## src/rtl/seg_pkg.sv

```systemverilog
// Shared types and constants for the seven-segment scan driver.
package seg_pkg;

  typedef enum logic {
    GUARD = 1'b0,
    SHOW  = 1'b1
  } scan_state_e;

  localparam int MAX_DIGITS = 8;
  localparam int NIBBLE_W   = 4;

endpackage

```

## src/rtl/seg_scan_tick.sv

```systemverilog
// Slot prescaler: counts 0..SCAN_DIV-1 and flags the end of the slot and of its guard phase.
module seg_scan_tick #(
  parameter int SCAN_DIV     = 100000,
  parameter int GUARD_CYCLES = 2
) (
  input  logic clk,
  input  logic rst_n,
  output logic slot_end,
  output logic guard_end
);

  localparam int CNT_W = $clog2(SCAN_DIV);

  logic [CNT_W-1:0] cnt;

  always_ff @(posedge clk) begin
    if (!rst_n) begin
      cnt <= '0;
    end else if (slot_end) begin
      cnt <= '0;
    end else begin
      cnt <= cnt + CNT_W'(1);
    end
  end

  assign slot_end = (cnt == CNT_W'(SCAN_DIV - 1));

  // With no guard phase the FSM leaves GUARD as soon as it sees it.
  generate
    if (GUARD_CYCLES == 0) begin : g_no_guard
      assign guard_end = 1'b1;
    end else begin : g_guard
      assign guard_end = (cnt == CNT_W'(GUARD_CYCLES - 1));
    end
  endgenerate

endmodule

```

## src/rtl/seg_scan_driver.sv

```systemverilog
// Multiplexed common-anode digit scanner with tear-free shadow registers and leading-zero blanking.
//   state | meaning
//   GUARD | all anodes off at slot start (anti-ghosting)
//   SHOW  | current digit's anode driven unless blanked
module seg_scan_driver
  import seg_pkg::*;
#(
  parameter int NUM_DIGITS   = 8,
  parameter int SCAN_DIV     = 100000,
  parameter int GUARD_CYCLES = 2
) (
  input  logic                         clk,
  input  logic                         rst_n,
  input  logic                         load,
  input  logic [NIBBLE_W*NUM_DIGITS-1:0] value,
  input  logic [NUM_DIGITS-1:0]        dp_in,
  input  logic                         blank_lz,
  output logic [NIBBLE_W-1:0]          digit_data,
  output logic [NUM_DIGITS-1:0]        an,
  output logic                         dp,
  output logic                         frame_start
);

  localparam int IDX_W = (NUM_DIGITS > 1) ? $clog2(NUM_DIGITS) : 1;
  localparam logic [IDX_W-1:0] LAST_IDX = IDX_W'(NUM_DIGITS - 1);

  logic slot_end;
  logic guard_end;

  seg_scan_tick #(
    .SCAN_DIV     (SCAN_DIV),
    .GUARD_CYCLES (GUARD_CYCLES)
  ) u_tick (
    .clk       (clk),
    .rst_n     (rst_n),
    .slot_end  (slot_end),
    .guard_end (guard_end)
  );

  logic [NIBBLE_W*NUM_DIGITS-1:0] pend_val, shad_val, val_nx;
  logic [NUM_DIGITS-1:0]          pend_dp, shad_dp, dpr_nx;
  logic                           pend_blz, shad_blz, blz_nx;

  scan_state_e      state, state_nx;
  logic [IDX_W-1:0] idx, idx_nx;

  logic                  wrap;
  logic                  zero_run;
  logic [NUM_DIGITS-1:0] blank_nx;
  logic [NUM_DIGITS-1:0] an_nx;
  logic                  dp_nx;
  logic [NIBBLE_W-1:0]   nib_nx;

  // Outputs are registered, so everything is evaluated for the cycle after the edge.
  always_comb begin
    wrap     = slot_end && (idx == LAST_IDX);
    idx_nx   = idx;
    state_nx = state;
    if (slot_end) begin
      idx_nx   = wrap ? '0 : idx + IDX_W'(1);
      state_nx = (GUARD_CYCLES == 0) ? SHOW : GUARD;
    end else if (state == GUARD && guard_end) begin
      state_nx = SHOW;
    end

    val_nx = shad_val;
    dpr_nx = shad_dp;
    blz_nx = shad_blz;
    if (wrap) begin
      if (load) begin
        val_nx = value;
        dpr_nx = dp_in;
        blz_nx = blank_lz;
      end else begin
        val_nx = pend_val;
        dpr_nx = pend_dp;
        blz_nx = pend_blz;
      end
    end

    zero_run = 1'b1;
    blank_nx = '0;
    for (int i = NUM_DIGITS - 1; i >= 0; i--) begin
      zero_run    = zero_run && (val_nx[NIBBLE_W*i +: NIBBLE_W] == '0);
      blank_nx[i] = blz_nx && zero_run && (i != 0);
    end

    an_nx  = '1;
    dp_nx  = 1'b1;
    nib_nx = '0;
    for (int i = 0; i < NUM_DIGITS; i++) begin
      if (idx_nx == IDX_W'(i)) begin
        nib_nx = val_nx[NIBBLE_W*i +: NIBBLE_W];
        if (state_nx == SHOW && !blank_nx[i]) begin
          an_nx[i] = 1'b0;
          dp_nx    = ~dpr_nx[i];
        end
      end
    end
  end

  always_ff @(posedge clk) begin
    if (!rst_n) begin
      state       <= GUARD;
      idx         <= '0;
      pend_val    <= '0;
      pend_dp     <= '0;
      pend_blz    <= 1'b0;
      shad_val    <= '0;
      shad_dp     <= '0;
      shad_blz    <= 1'b0;
      an          <= '1;
      dp          <= 1'b1;
      digit_data  <= '0;
      frame_start <= 1'b0;
    end else begin
      if (load) begin
        pend_val <= value;
        pend_dp  <= dp_in;
        pend_blz <= blank_lz;
      end
      state       <= state_nx;
      idx         <= idx_nx;
      shad_val    <= val_nx;
      shad_dp     <= dpr_nx;
      shad_blz    <= blz_nx;
      an          <= an_nx;
      dp          <= dp_nx;
      digit_data  <= nib_nx;
      frame_start <= wrap;
    end
  end

endmodule

```

## config.mk

```make
export PLATFORM = sky130hd
export DESIGN_NAME = seg_scan_driver
export DESIGN_NICKNAME = d
export VERILOG_FILES = /design/src/rtl/seg_pkg.sv /design/src/rtl/seg_scan_tick.sv /design/src/rtl/seg_scan_driver.sv
export SDC_FILE = /design/constraint.sdc
export NUM_CORES = 1
export LEC_CHECK = 0
export CAP_MARGIN = 0
export CORE_UTILIZATION = 40
export CTS_CLUSTER_SIZE = 12
export DETAILED_ROUTE_END_ITERATION = 7
export PLACE_DENSITY = 0.72
export SLEW_MARGIN = 20
export SYNTH_ARGS = -nofsm -noshare
export SYNTH_HDL_FRONTEND = slang
export SYNTH_SLANG_ARGS = --single-unit
export TNS_END_PERCENT = 50
```

## constraint.sdc

```tcl
create_clock -name clk -period 6.8 [get_ports clk]
set_input_delay 1.36 -clock clk [delete_from_list [all_inputs] [get_ports clk]]
set_output_delay 1.36 -clock clk [all_outputs]
set_load 0.1 [all_outputs]
```

==> impl_metrics.py, run 1 <==
metrics = {
    "sta": {
        "finalSetupTns_ps": 0,
        "worst_slack_ps": 3510,
        "maxSlewViolCount": 0,
        "min_period_ps": 3290,
        "worst_hold_slack_ps": 470,
        "setup_viol": 0,
        "fin_skew_ps": 10.2,
        "relSlewSlack_pct": 35.0,
        "period_share_pct": 48.3,
        "tightest_slew_ps": 972,
        "rsz0062_at_grt": "no",
        "max_freq_ghz": 0.304,
        "hold_viol": 0,
    },
    "synth": {
        "yosysTopAreaCellShare_pct": 45.0,
        "synth.avg_cell_area_sq_um": 9.05,
        "synth.area.mux_share_pct": 12.8,
        "synth_fp_nets": 623,
        "synth_top_family_by_area": "simple AND/OR/NAND/NOR gates",
        "async_flop_share_pct": 0,
        "yosys.area_share.simple_pct": 25.2,
        "ys_seq_elements": 117,
        "syn_inst": 575,
        "synth_xor_area_share_pct": 2.53,
        "synthTopCellsByArea": "dfxtp_1 (45%), mux2i_1 (8.5%), nor2_1 (7.7%)",
        "synth_area_leader_cell": "dfxtp_1",
        "synth_compound_area_share_pct": 9.26,
        "synth_area_sq_um": 5200,
        "yosysSeqAreaShare_pct": 45.0,
        "yosys_warnings": 0,
        "synthFlopType": "dfxtp_1",
        "ys_types": 62,
        "synthAdderAreaFrac_pct": 0.962,
        "synth-edff-count": 0,
    },
    "final_layout": {
        "seqCellArea_sq_um": 2340,
        "fin_util_pct": 50.8,
        "nets": 674,
        "num_antenna_cells": 0,
        "final_cells": 810,
        "drive_above_1_share_pct": 10.8,
        "area_delta_synth_final_pct": 23.8,
        "multi_input_area_sq_um": 2640,
        "nFillCells": 1160,
    },
    "cts": {
        "htreeDepth": 4,
        "cts.sinks": 117,
        "path_clk_slew_ps": 50,
        "cts_buffer_depth": 2,
        "numCtsBuffers": 17,
        "cts_tree": "built",
        "root_buffer": "clkbuf_16",
        "post_cts_buffers": 0,
        "insertion_delay_ps": 420,
        "cts_hold_buf": 0,
        "cts_resized": 0,
    },
    "critical_path": {
        "max_stage_delay_ps": 1150,
        "cp.arrival_ps": 1930,
        "crit_type": "reg2out",
        "required_ps": 5440,
        "cp_cell_sequence": "clkdlybuf4s50_1",
        "cp-end-kind": "output port",
        "worst-path-max-fanout": 1,
        "critical_path.startpoint_type": "flip-flop",
        "crit_family": "buffers and inverters",
        "crit_slowest_cell": "clkdlybuf4s50_1",
        "worst-path-buf-inv": 1,
    },
    "drt": {
        "wl_per_cell_um": 16.4,
        "totalWireLength_um": 13300,
        "postRouteAntennaNets": 0,
        "dr.pass1.iters": 5,
        "drtIter0Drc": 244,
        "vias": 4384,
        "drc": 0,
        "viasPerCell": 5.41,
    },
    "global_route": {
        "antenna_found_initial": 0,
        "grt_pass1_wl_um": 21700,
        "grt_use_total_pct": 21.6,
        "grt_max_degree": 45,
        "gr-total-overflow": 0,
        "grt_pass1_vias": 4329,
    },
    "place": {
        "dp.final_hpwl_um": 9520,
        "gp_congestion": 0.881,
        "dp.cells": 779,
        "portBuffers": 57,
        "preCtsSetupSlack_ps": 3110,
    },
    "die": {
        "ios": 58,
        "die_x_um": 116,
        "die_h_um": 116,
        "die_area_sq_um": 13500,
        "start_util_pct": 41.0,
        "core_sq_um": 12700,
        "fp-row-count": 41,
    },
    "pwr": {
        "p_per_area_nw_per_um2": 263,
        "leakagePower_nw": 2.56,
        "vdd_drop_max_uv": 146,
    },
    "worst_hold_path": {
        "hold_class": "reg2reg",
    },
    "run": {
        "maxCapViolations": 0,
    },
    "outcome": {
        "outcome": "completed",
    },
}
==> stage by stage <==
stage          power, mW  cell area [sq um]
6_report            1.69               6440
5_1_grt             1.75               6440
4_1_cts             1.70               6440
3_5_place_dp       0.826               5850
3_3_place_gp       0.823               5850
2_1_floorplan      0.781               5200
==> cell usage after synthesis (3+ instances only) <==
master	number
dfxtp_1	117
nor2_1	107
mux2i_1	44
nand2_1	38
and2_1	30
mux2_2	20
a21oi_1	17
nor4_1	16
clkbuf_1	15
inv_1	14
o21ai_0	14
nand3_1	13
nand4_1	11
nor3_1	11
xor2_1	11
buf_2	6
buf_6	6
nand4b_1	6
and3_1	4
ha_1	4
nor2b_1	4
o21a_1	4
xnor2_1	4
a31oi_1	3
and4_1	3
nand3b_1	3
nor4b_1	3
o211ai_1	3
==> where the power goes <==
part	internal, mW	switching, mW
Combinational	0.0490	0.0515
Sequential	0.704	0.00872
Clock	0.573	0.304
Total	1.33	0.365
==> path summary, 6_finish.rpt <==
kind	startpoint	to	slack [ps]	cells past startpoint
hold / removal	shad_val[29]	shad_val[29]	470	2
hold reg to reg	shad_val[29]	shad_val[29]	470	2
setup reg to reg	u_tick.cnt[5]	digit_data[2]	3640	7
setup / recovery	digit_data[2]	digit_data[2]	3510	1
==> registers in the layout (all words and copies together), names as in the netlist <==
name / flops
frame_start: 1
dp: 1
pend_blz: 1
pend_dp: 8
shad_val: 32
shad_blz: 1
shad_dp: 8
state: 1
digit_data: 4
an: 8
idx: 3
pend_val: 32
u_tick.cnt: 17
==> layout make-up <==
cell class                      instances  area share [%]
Multi-Input combinational cell        414            41.0
Inverter                               15           0.875
Tap cell                              172            3.34
Timing Repair Buffer                   61            9.25
Sequential cell                       117            36.4
Clock buffer                           23            7.58
Clock inverter                          8            1.54
==> cell usage in the layout, fill, tap and decap left out, drive strengths merged, types with 14 or more instances in the layout <==
| cell | instances |
|---|---|
| dfxtp | 117 |
| nor2 | 108 |
| clkdlybuf4s50 | 56 |
| mux2i | 44 |
| nand2 | 38 |
| and2 | 30 |
| clkbuf | 23 |
| mux2 | 20 |
| a21oi | 18 |
| nor4 | 17 |
| inv | 15 |
| o21ai | 14 |
| nand3 | 14 |
==> layer usage <==
layer  track usage, %  part of all wire, %  up-vias  routed length [um]
met3             6.59                  5.9       31                 779
met5                0                    0        -                   0
li1                 -                    -     2112                   -
met2             35.9                   48      143                6400
met4             9.66                  2.6        0                 346
met1             25.7                   43     2098                5790
==> cells by family (layout without fill, tap and decap cells) <==
| group | count (synthesis) | count (layout) |
|---|---|---|
| AO/OA/AOI/OAI | 68 | 68 |
| XOR/XNOR | 15 | 15 |
| buffers and inverters | 44 | 107 |
| AND/OR/NAND/NOR | 263 | 263 |
| flip-flops | 117 | 117 |
| multiplexers | 64 | 64 |
| adder cells (fa/ha/maj) | 4 | 4 |
Power figures use the tool's default switching activity.
==> run 2: changes to the inputs <==
PLACE_DENSITY = 0.74   (was 0.72)
clock period = 2.97 ns   (was 6.8 ns; I/O delays follow)
==> run 2 against run 1 <==
Clock skew down 2.0 ps. Worst setup slack worse by 3300 ps. Clock power up 150%. First-iteration DRC count down 27%. Combinational power up 130%. Clock-buffer cell count down 5. Power up 140%. Critical path type is now reg2reg. Largest power group unchanged.
==> impl_metrics.py, run 2 (synthesis gave the netlist of run 1 again) <==
metrics = {
    "cts": {
        "htreeDepth": 4,
        "path_clk_slew_ps": 50,
        "cts_tree": "built",
        "cts_hold_buf": 0,
        "root_buffer": "clkbuf_16",
        "numCtsBuffers": 17,
        "cts_resized": 0,
        "cts_buffer_depth": 2,
        "post_cts_buffers": 0,
        "insertion_delay_ps": 420,
        "cts.sinks": 117,
    },
    "pwr": {
        "vdd_drop_max_uv": 255,
        "p_per_area_nw_per_um2": 622,
        "leakagePower_nw": 2.61,
    },
    "final_layout": {
        "area_delta_synth_final_pct": 25.1,
        "drive_above_1_share_pct": 13.8,
        "stdcell_area_sq_um": 6500,
        "seqCellArea_sq_um": 2340,
        "final_common_cell": "dfxtp_1",
        "nFillCells": 1174,
        "multi_input_area_sq_um": 2640,
        "nets": 679,
        "mostFrequentLayoutCells": "dfxtp_1 (117), nor2_1 (107), mux2i_1 (44)",
        "num_antenna_cells": 0,
        "reg_top3": "pend_val: 32 flops, shad_val: 32 flops, u_tick.cnt: 17 flops",
    },
    "worst_hold_path": {
        "hold_class": "reg2reg",
        "holdCritStartpoint": "u_tick.cnt[0]",
        "hold_path_depth": 1,
        "hold_path_end": "u_tick.cnt[0]",
    },
    "sta": {
        "period_share_pct": 92.5,
        "max_freq_ghz": 0.364,
        "relSlewSlack_pct": 56.2,
        "maxSlewViolCount": 0,
        "hold_viol": 0,
        "fin_skew_ps": 8.19,
        "finalSetupTns_ps": 0,
        "setup_viol": 0,
        "rsz0062_at_grt": "no",
        "min_period_ps": 2750,
        "tightest_slew_ps": 651,
    },
    "global_route": {
        "met1_usage_pct": 23.7,
        "grt-busiest-layer": "met2",
        "grt_pass1_vias": 4415,
        "gr-total-overflow": 0,
        "antenna_found_initial": 0,
        "grtUsageMet2_pct": 35.6,
        "globalRouteMet3Util_pct": 5.44,
        "grt_use_total_pct": 20.7,
        "grt_max_degree": 47,
        "grt_pass1_wl_um": 21100,
    },
    "critical_path": {
        "reg2reg_slack_ps": 220,
        "critical_path.startpoint_type": "flip-flop",
        "regToRegEndpoint": "digit_data[2]",
        "cp_cell_sequence": "ha_1, and4_2, nand3_1, nor2_2, mux2i_1, o211ai_1, a221oi_1, nor4_1",
        "r2r_cells": 8,
        "max_stage_delay_ps": 510,
        "cp-end-kind": "flip-flop",
        "cp.arrival_ps": 3030,
        "worst-path-buf-inv": 0,
        "required_ps": 3250,
        "crit_slowest_cell": "mux2i_1",
        "crit_type": "reg2reg",
        "reg2reg_from": "u_tick.cnt[0]",
        "critPathLaunch": "u_tick.cnt[0]",
        "crit_family": "simple AND/OR/NAND/NOR gates",
        "worst-path-max-fanout": 8,
    },
    "die": {
        "core_sq_um": 12700,
        "fp-row-count": 41,
        "ios": 58,
        "die_x_um": 116,
        "start_util_pct": 41.0,
        "die_h_um": 116,
        "die_area_sq_um": 13500,
    },
    "run": {
        "maxCapViolations": 0,
    },
    "drt": {
        "drc": 0,
        "viasPerCell": 5.32,
        "drtIter0Drc": 178,
        "postRouteAntennaNets": 0,
        "wl_per_cell_um": 15.8,
        "vias": 4338,
        "totalWireLength_um": 12800,
        "dr.pass1.iters": 5,
    },
    "place": {
        "portBuffers": 57,
        "placed_area_sq_um": 5870,
        "dp.final_hpwl_um": 9230,
        "gp_congestion": 0.921,
    },
    "outcome": {
        "outcome": "completed",
    },
}
==> run 2: through the flow <==
| stage | utilization, % | total power [mW] | worst slack (ps) | hold slack, ps | std cells |
|---|---|---|---|---|---|
| global placement | 46.3 | 1.89 | 272 | 460 | 784 |
| global route | 51.3 | 4.18 | 8.47 | 510 | 815 |
| finish | 51.3 | 4.05 | 222 | 489 | 815 |
| CTS | 51.3 | 4.09 | 182 | 487 | 815 |
| detailed placement | 46.3 | 1.89 | 230 | 470 | 784 |
| floorplan | - | 1.79 | 510 | 438 | 575 |
==> run 2: area by class of cell <==
cell class / count / share of cell area [%]
Tap cell: 172 / 3.31
Timing Repair Buffer: 66 / 9.39
Clock inverter: 13 / 3.19
Inverter: 15 / 0.866
Clock buffer: 18 / 6.60
Sequential cell: 117 / 36.0
Multi-Input combinational cell: 414 / 40.6
==> run 2: worst max path at each step <==
stage / to / slack (ps) / depth (start not counted)
global route: dp / 8 / 8
finish: digit_data[2] / 220 / 8
CTS: dp / 180 / 8
global placement: dp / 270 / 8
floorplan: dp / 510 / 8
detailed placement: dp / 230 / 8
==> run 2: metal layers <==
| layer | wire length (um) | vias up |
|---|---|---|
| met4 | 401 | 0 |
| met2 | 6370 | 124 |
| li1 | - | 2125 |
| met1 | 5510 | 2060 |
| met3 | 562 | 29 |
| met5 | 0 | - |
==> run 2: power by group <==
group          switching [mW]  total [mW]  internal, mW  leakage [nW]
sequential             0.0194        1.63          1.61         0.952
combinational           0.118       0.232         0.114          1.36
clock                   0.707        2.19          1.48         0.298
==> run 3: changes to the inputs <==
CORE_ASPECT_RATIO = 0.75   (was not set)
==> run 3 against run 2 <==
Power shrank 4.0%. Sequential cell count is the same. Global-route usage is 0.54 points higher. Wire length grew 5.8%. Hold slack got worse by 6.0 ps. Non-clock buffer count grew 9. Fmax about the same. Utilization is 0.85 points higher. Critical endpoint is now dp. Highest routed layer unchanged.
==> impl_metrics.py, run 3 (synthesis gave the netlist of run 1 again) <==
metrics = {
    "outcome": {
        "outcome": "completed",
    },
    "final_layout": {
        "drive_above_1_share_pct": 15.3,
        "num_antenna_cells": 0,
        "nFillCells": 1145,
        "area_delta_synth_final_pct": 25.2,
        "final_cells": 818,
        "nets": 688,
        "mostFrequentLayoutCells": "dfxtp_1 (117), nor2_1 (107), mux2i_1 (44)",
        "seqCellArea_sq_um": 2340,
        "stdcell_area_sq_um": 6510,
        "multi_input_area_sq_um": 2650,
        "final_common_cell": "dfxtp_1",
        "fin_util_pct": 52.2,
        "reg_top3": "pend_val: 32 flops, shad_val: 32 flops, u_tick.cnt: 17 flops",
    },
    "sta": {
        "setup_viol": 0,
        "relSlewSlack_pct": 61.2,
        "worst_slack_ps": 221,
        "min_period_ps": 2750,
        "hold_viol": 0,
        "worst_hold_slack_ps": 483,
        "maxSlewViolCount": 0,
        "max_freq_ghz": 0.364,
        "rsz0062_at_grt": "no",
        "fin_skew_ps": 6.24,
        "period_share_pct": 92.6,
        "tightest_slew_ps": 579,
        "finalSetupTns_ps": 0,
    },
    "critical_path": {
        "cp.arrival_ps": 3040,
        "cp-end-kind": "flip-flop",
        "reg2reg_slack_ps": 220,
        "critical_path.startpoint_type": "flip-flop",
        "cp_cell_sequence": "ha_1, and4_1, nand3_1, nor3_2, mux2_2, a2111oi_1, a211oi_1, a211o_1",
        "r2r_cells": 8,
        "max_stage_delay_ps": 400,
        "required_ps": 3260,
        "crit_slowest_cell": "dfxtp_1",
        "worst-path-max-fanout": 8,
        "worstSetupPathDepth": 8,
        "crit_family": "compound AO/OA/AOI/OAI gates",
        "worst-path-buf-inv": 0,
        "regToRegEndpoint": "dp",
        "reg2reg_from": "u_tick.cnt[0]",
        "crit_type": "reg2reg",
    },
    "place": {
        "dp.final_hpwl_um": 10100,
        "portBuffers": 57,
        "placed_area_sq_um": 5910,
        "gp_congestion": 0.930,
        "dp.cells": 787,
        "preCtsSetupSlack_ps": 111,
    },
    "die": {
        "die_h_um": 101,
        "core_sq_um": 12500,
        "die_x_um": 134,
        "ios": 58,
        "start_util_pct": 41.7,
        "fp-row-count": 35,
        "die_area_sq_um": 13500,
    },
    "cts": {
        "numCtsBuffers": 17,
        "post_cts_buffers": 0,
        "cts_tree": "built",
        "path_clk_slew_ps": 60,
        "insertion_delay_ps": 410,
        "root_buffer": "clkbuf_16",
        "cts_buffer_depth": 2,
        "cts_resized": 0,
        "cts.sinks": 117,
        "htreeDepth": 4,
        "cts_hold_buf": 0,
    },
    "worst_hold_path": {
        "holdCritStartpoint": "u_tick.cnt[0]",
        "hold_class": "reg2reg",
        "hold_path_end": "u_tick.cnt[0]",
        "hold_path_depth": 1,
    },
    "global_route": {
        "grt_max_degree": 52,
        "grt_use_total_pct": 21.3,
        "antenna_found_initial": 0,
        "grt_pass1_wl_um": 21900,
        "grt_pass1_vias": 4202,
        "gr-total-overflow": 0,
    },
    "run": {
        "maxCapViolations": 0,
    },
    "pwr": {
        "vdd_drop_max_uv": 406,
        "power_mw": 3.89,
        "p_per_area_nw_per_um2": 597,
        "leakagePower_nw": 2.62,
    },
    "drt": {
        "vias": 4375,
        "drtIter0Drc": 347,
        "dr.pass1.iters": 5,
        "drc": 0,
        "viasPerCell": 5.35,
        "wl_per_cell_um": 16.6,
        "totalWireLength_um": 13600,
        "postRouteAntennaNets": 0,
    },
}
## run 3: changes by cell type in the layout (fill, tap and decap cells not counted), moves of 2 or more
cell and change:
buf_4 +10, bufinv_16 -3, clkbuf_8 +3, clkinvlp_4 +2
## run 3: how the worst max path moves through the flow
stage	end	slack [ps]	from
finish	dp	220	u_tick.cnt[0]
global route	dp	60	u_tick.cnt[0]
CTS	dp	90	u_tick.cnt[0]
detailed placement	dp	110	u_tick.cnt[0]
global placement	dp	260	u_tick.cnt[0]
floorplan	dp	510	idx[1]
## run 3: per-layer routing
layer  share of wire, %  track usage [%]  up-vias
met1                 49             29.7     2050
li1                   -                -     2148
met5                  0                0        -
met2                 43             31.7      161
met4                1.3             8.74        0
met3                7.1             4.83       16
## run 3: cell type report
type	instances	share of cell area [%]
Clock buffer	20	7.16
Clock inverter	11	1.96
Inverter	15	0.864
Multi-Input combinational cell	414	40.6
Sequential cell	117	36.0
Tap cell	166	3.19
Timing Repair Buffer	75	10.2
## run 3: where the power goes
| part | internal, mW | total (mW) | leakage, nW | switching, mW |
|---|---|---|---|---|
| Sequential | 1.61 | 1.63 | 0.952 | 0.0192 |
| Combinational | 0.114 | 0.241 | 1.40 | 0.126 |
| Clock | 1.29 | 2.02 | 0.272 | 0.723 |
